## src/rtl/snr_pkg.sv

```systemverilog
// Shared types and width helpers for the windowed SNR estimator.
package snr_pkg;

  typedef enum logic [1:0] {
    StIdle = 2'd0,
    StDiv  = 2'd1,
    StDone = 2'd2
  } snr_state_e;

  localparam int unsigned SNR_EMA_SHIFT = 2;

  function automatic int unsigned acc_width(int unsigned data_w, int unsigned win_log2);
    return data_w + win_log2;
  endfunction

  function automatic int unsigned q_width(int unsigned acc_w, int unsigned frac_w);
    return acc_w + frac_w;
  endfunction

endpackage

```

## src/rtl/snr_seq_div.sv

```systemverilog
// Generic unsigned restoring divider, one quotient bit per cycle, DVD_W cycles per divide.
module snr_seq_div #(
  parameter int unsigned DVD_W = 22,
  parameter int unsigned DVS_W = 18
) (
  input  logic             clk,
  input  logic             rstn,
  input  logic             start_i,
  input  logic [DVD_W-1:0] dividend_i,
  input  logic [DVS_W-1:0] divisor_i,
  output logic             done_o,
  output logic [DVD_W-1:0] quotient_o
);

  localparam int unsigned CNT_W = $clog2(DVD_W + 1);

  logic [DVD_W-1:0] dq_q;
  logic [DVS_W-1:0] rem_q;
  logic [DVS_W-1:0] dvs_q;
  logic [CNT_W-1:0] cnt_q;
  logic             run_q;
  logic [DVS_W:0]   shifted;
  logic [DVS_W:0]   diff;
  logic             ge;

  // Remainder stays below the divisor, so the trial difference's top bit is the borrow.
  always_comb begin
    shifted = {rem_q, dq_q[DVD_W-1]};
    diff    = shifted - {1'b0, dvs_q};
    ge      = ~diff[DVS_W];
  end

  always_ff @(posedge clk) begin
    if (!rstn) begin
      dq_q  <= '0;
      rem_q <= '0;
      dvs_q <= '0;
      cnt_q <= '0;
      run_q <= 1'b0;
    end else if (start_i) begin
      dq_q  <= dividend_i;
      rem_q <= '0;
      dvs_q <= divisor_i;
      cnt_q <= CNT_W'(DVD_W);
      run_q <= 1'b1;
    end else if (run_q) begin
      dq_q  <= {dq_q[DVD_W-2:0], ge};
      rem_q <= ge ? diff[DVS_W-1:0] : shifted[DVS_W-1:0];
      cnt_q <= cnt_q - 1'b1;
      if (cnt_q == CNT_W'(1)) run_q <= 1'b0;
    end
  end

  // High in the cycle whose closing edge retires the final quotient bit.
  assign done_o     = run_q && (cnt_q == CNT_W'(1));
  assign quotient_o = dq_q;

endmodule

```

## src/rtl/snr_window_estimator.sv

```systemverilog
// Windowed SNR estimator: signal/(total-signal) per 2^WIN_LOG2 accepted samples.
// Optional exponential averaging of results when SNR_EMA_EN is defined.
module snr_window_estimator
  import snr_pkg::*;
#(
  parameter int unsigned DATA_W   = 10,
  parameter int unsigned WIN_LOG2 = 8,
  parameter int unsigned FRAC_W   = 4,
  parameter int unsigned OUT_W    = 17
) (
  input  logic              clk,
  input  logic              rstn,
  input  logic              en,
  input  logic [DATA_W-1:0] filtered,
  input  logic [DATA_W-1:0] un_filtered,
  output logic [OUT_W-1:0]  snr,
  output logic              snr_valid,
  output logic              zero_noise,
  output logic              busy
);

  localparam int unsigned ACC_W = acc_width(DATA_W, WIN_LOG2);
  localparam int unsigned Q     = q_width(ACC_W, FRAC_W);
  localparam int unsigned CMP_W = (Q > OUT_W) ? Q : OUT_W;

  if ((1 << WIN_LOG2) < Q + 2) begin : gen_win_check
    $error("window too short for the divider to finish");
  end

  snr_state_e state_q, state_d;

  logic [ACC_W-1:0]    fsum_q, usum_q;
  logic [WIN_LOG2-1:0] cnt_q;
  logic [ACC_W-1:0]    sig_full, tot_full;
  logic signed [ACC_W:0] noise;
  logic                noise_pos;
  logic                win_close;
  logic                div_start, div_done;
  logic [Q-1:0]        div_quot;
  logic [CMP_W-1:0]    quot_ext;
  logic [OUT_W-1:0]    raw;
  logic [OUT_W-1:0]    snr_new;
  logic [OUT_W-1:0]    snr_q;
  logic                zn_pend_q, zn_q;

  always_comb begin
    win_close = en && (cnt_q == '1);
    sig_full  = fsum_q + ACC_W'(filtered);
    tot_full  = usum_q + ACC_W'(un_filtered);
    noise     = $signed({1'b0, tot_full}) - $signed({1'b0, sig_full});
    noise_pos = ~noise[ACC_W] && (noise != '0);
    div_start = win_close && noise_pos;
  end

  snr_seq_div #(
    .DVD_W (Q),
    .DVS_W (ACC_W)
  ) u_div (
    .clk        (clk),
    .rstn       (rstn),
    .start_i    (div_start),
    .dividend_i ({sig_full, {FRAC_W{1'b0}}}),
    .divisor_i  (noise[ACC_W-1:0]),
    .done_o     (div_done),
    .quotient_o (div_quot)
  );

  always_comb begin
    quot_ext = CMP_W'(div_quot);
    if (zn_pend_q || (quot_ext > CMP_W'({OUT_W{1'b1}}))) raw = '1;
    else                                                  raw = quot_ext[OUT_W-1:0];
  end

`ifdef SNR_EMA_EN
  logic                  ema_first_q;
  logic signed [OUT_W:0] ema_diff, ema_step;

  always_comb begin
    ema_diff = $signed({1'b0, raw}) - $signed({1'b0, snr_q});
    ema_step = ema_diff >>> SNR_EMA_SHIFT;
    snr_new  = ema_first_q ? raw : OUT_W'($signed({1'b0, snr_q}) + ema_step);
  end

  always_ff @(posedge clk) begin
    if (!rstn)                   ema_first_q <= 1'b1;
    else if (state_q == StDone)  ema_first_q <= 1'b0;
  end
`else
  assign snr_new = raw;
`endif

  always_comb begin
    state_d = state_q;
    unique case (state_q)
      StIdle:  if (win_close) state_d = noise_pos ? StDiv : StDone;
      StDiv:   if (div_done)  state_d = StDone;
      StDone:  state_d = StIdle;
      default: state_d = StIdle;
    endcase
  end

  // Accumulation runs in every state; the closing sample resets the sums and wraps the counter.
  always_ff @(posedge clk) begin
    if (!rstn) begin
      state_q   <= StIdle;
      fsum_q    <= '0;
      usum_q    <= '0;
      cnt_q     <= '0;
      zn_pend_q <= 1'b0;
      zn_q      <= 1'b0;
      snr_q     <= '0;
    end else begin
      state_q <= state_d;
      if (en) begin
        cnt_q  <= cnt_q + 1'b1;
        fsum_q <= win_close ? '0 : sig_full;
        usum_q <= win_close ? '0 : tot_full;
      end
      if (win_close) zn_pend_q <= ~noise_pos;
      if (state_q == StDone) begin
        snr_q <= snr_new;
        zn_q  <= zn_pend_q;
      end
    end
  end

  // The result is presented during DONE and captured at its end so snr holds between pulses.
  assign snr        = (state_q == StDone) ? snr_new : snr_q;
  assign zero_noise = (state_q == StDone) ? zn_pend_q : zn_q;
  assign snr_valid  = (state_q == StDone);
  assign busy       = (state_q != StIdle);

endmodule

```

## config.mk

```make
export PLATFORM = sky130hd
export DESIGN_NAME = snr_window_estimator
export DESIGN_NICKNAME = d
export VERILOG_FILES = /design/src/rtl/snr_pkg.sv /design/src/rtl/snr_seq_div.sv /design/src/rtl/snr_window_estimator.sv
export SDC_FILE = /design/constraint.sdc
export NUM_CORES = 1
export LEC_CHECK = 0
export BUFFER_PORTS_ARGS = -buffer_cell sky130_fd_sc_hd__buf_4
export CORE_UTILIZATION = 50
export DETAILED_ROUTE_END_ITERATION = 8
export PLACE_DENSITY = 0.7
export SLEW_MARGIN = 20
export SYNTH_ARGS = -nofsm -noshare
export SYNTH_HDL_FRONTEND = slang
export SYNTH_SLANG_ARGS = --single-unit
```

## constraint.sdc

```tcl
create_clock -name clk -period 8.65 [get_ports clk]
set_input_delay 0.4325 -clock clk [delete_from_list [all_inputs] [get_ports clk]]
set_output_delay 0.4325 -clock clk [all_outputs]
set_load 0.02 [all_outputs]
```

==> impl_metrics.toml <==
[die]
floorplan.die_area_um2 = 17300
core_um2 = 16100
chipWidth_um = 131
die_height_um = 131
io_pins = 43
start_util_pct = 52.0
rows = 46

[sta]
finalMaxSlewViolations = 0
final.setup.tns_ns = 0
fmax_mhz = 177
worst_slew_pin_slew_ns = 0.750
period_share_pct = 65.3
fin_skew_ns = 0.0101
finalHoldViolCount = 0
fin_ws_ns = 3.00
relSlewSlack_pct = 49.9
grt_setup_unrepaired = "no"
finalCriticalPeriod_ns = 5.65
setup_viol = 0

[drt]
drcViolationCount = 0
viasPerCell = 5.61
final_antenna_net_count = 0
routedWlPerCell_um = 15.1
drt_iter0_markers = 353
drt_wl_total_um = 19100
vias = 7120
dr.pass1.iters = 5

[outcome]
status = "finished clean"

[power_and_ir_drop]
p_int_w = 0.00124
p_leak_nw = 4.04
p_switching_w = 0.000586
switching_share_pct = 32.0
power_w = 0.00183
cellPowerDensity_nw_per_um2 = 194
combPwrFrac_pct = 27.7
power_frac_seq_pct = 33.7
peakVddDrop_mv = 0.113
clkPwrFrac_pct = 38.6

[critical_path]
r2r_end = "u_div.quotient_o[7]"
required_ns = 8.96
reg2reg_from = "fsum_q[0]"
cp-end-kind = "flop"
arrival_ns = 5.96
r2r_cells = 18
cp_max_fo = 59
reg2reg_slack_ns = 3.00
endpoint = "u_div.quotient_o[7]"
worstSetupPathType = "flop to flop"
critical_path.startpoint = "fsum_q[0]"
worst_setup_path_start_kind = "flop"

[layout]
num-fill-cells = 1492
drive_gt1_share_pct = 12.0
area_delta_synth_final_pct = 12.5
final_common_cell = "nor2_1"
final_cells = 1270
layout_common_cells = "159 x nor2_1, 128 x dfxtp_1, 84 x a21oi_1, 66 x nand2_1, 51 x ha_1"
final_util_pct = 58.5
num-nets-final = 1120
n_antenna_cell = 0

[clock_tree]
cts_sinks = 129
cts_tree = "done"
cts_resized = 0
root_buffer = "clkbuf_16"
h-tree-depth = 4
clk_pin_slew_ns = 0.05
postCtsSetupBuffers = 0
clk-insertion-delay-late_ns = 0.43
hold_buffers = 0
cts_buffers = 17
cts_buffer_depth = 2

[yosys]
synth_edf_count = 0
synth.distinct_cells = 66
ys.flop_type = "dfxtp_1"
ys_ff_latch = 129
yosysWarningCount = 0
synth.avg_cell_area_um2 = 8.19
synth_area_um2 = 8370
yosysSeqAreaShare_pct = 30.8
synth_fp_nets = 1101
synthCells = 1023
synthArstFlopShare_pct = 0

[hold_path]
hold_path_class = "input pin to flop"
holdPathStages = 3

[placed_design]
place_congestion = 0.906
dp_slack_ns = 2.82
dp_hpwl_um = 13800
dpl.cell_count = 1239
port_buffers = 42

[grt]
gr-usage-all-layers_pct = 23.0
antenna_found_initial = 0
grt_max_degree = 64
grt_pass1_vias = 6599
grt_pass1_wl_um = 32400
overflow = 0

[flow_run]
drv_cap = 0
-- layout make-up --
class	count	area [µm²]	area share [%]
multi-input combinational	808	5480	58.1
sequential	129	2580	27.4
clock buffer	21	470	4.99
timing repair buffer	49	375	3.98
tap	216	270	2.87
inverter	37	139	1.47
clock inverter	10	109	1.16
-- through the flow --
step	area, µm²	hold slack, ns
detailed placement	8840	0.464
global placement	8830	0.456
finish	9420	0.443
global route	9420	0.457
CTS	9420	0.437
floorplan	8370	0.445
-- synth_stat cells (6+ instances only) --
cell type / count / area (µm²)
nand2_1: 66 / 248
inv_1: 37 / 139
a211oi_1: 15 / 113
and3_1: 14 / 87.6
a21o_1: 17 / 128
xnor2_1: 40 / 350
o211a_1: 20 / 200
nand3_1: 23 / 115
nor2_1: 160 / 601
nand4_1: 6 / 37.5
mux2i_1: 36 / 360
and2_1: 33 / 206
nand2b_1: 15 / 93.8
clkbuf_1: 40 / 150
a21oi_1: 84 / 420
dfxtp_1: 129 / 2580
a22oi_1: 10 / 75.1
nor3_1: 10 / 50.1
o21ai_0: 42 / 210
xor2_1: 34 / 298
ha_1: 51 / 638
nor2b_1: 20 / 125
a211oi_2: 11 / 138
o211ai_1: 10 / 75.1
mux2_2: 19 / 214
-- logic make-up after synthesis --
logic type | synth area share (%)
buffers and inverters | 4.06
xor gates and xnor gates | 7.74
muxes | 6.86
adders and majority gates | 8.83
AOI/OAI and AO/OA | 21.1
and+or+nand+nor | 20.5
DFF | 30.8
-- power groups by stage --
stage               logic [W]  clock network [W]  registers, W
floorplan            0.000385                  0      0.000626
global placement     0.000490                  0      0.000629
detailed placement   0.000499                  0      0.000629
CTS                  0.000502           0.000717      0.000617
global route         0.000554           0.000744      0.000618
finish               0.000507           0.000706      0.000617
-- sequential cells by signal, indices dropped and copies added, names as in the netlist --
signal,flops
u_div.quotient_o,22
fsum_q,18
u_div.dvs_q,18
u_div.rem_q,18
usum_q,18
snr_q,17
cnt_q,8
u_div.cnt_q,5
state_q,2
u_div.run_q,1
zn_pend_q,1
zn_q,1
-- worst min path at each step --
stage                          from         endpoint  slack (ns)
global route                     en        usum_q[1]        0.46
floorplan                 fsum_q[0]        fsum_q[0]        0.44
CTS                              en        usum_q[0]        0.44
finish                           en        usum_q[0]        0.44
detailed placement  u_div.dvs_q[16]  u_div.dvs_q[16]        0.46
global placement          fsum_q[0]        fsum_q[0]        0.46
-- worst max-delay path: stages (launching register included) --
cell,delay [ns]
dfxtp_1,0.31
ha_1,0.25
fa_1,0.44
xnor2_1,0.47
ha_1,0.38
nor2b_1,0.17
o31a_1,0.25
o21a_1,0.20
o31ai_1,0.32
a21oi_1,0.14
o31ai_1,0.42
o21bai_1,0.17
a32oi_2,0.31
xnor2_1,0.24
a2111oi_4,0.08
a311oi_4,0.32
buf_4,0.60
nand2_1,0.24
o211a_1,0.18
-- metal layers --
layer	global-route usage [%]	vias to the layer above	part of all wire, %
met1	30.3	3317	49
met5	0	-	0
li1	-	3640	-
met3	4.40	29	3.1
met4	8.85	0	2.4
met2	36.9	134	45
(Power assumes the default switching activity.)
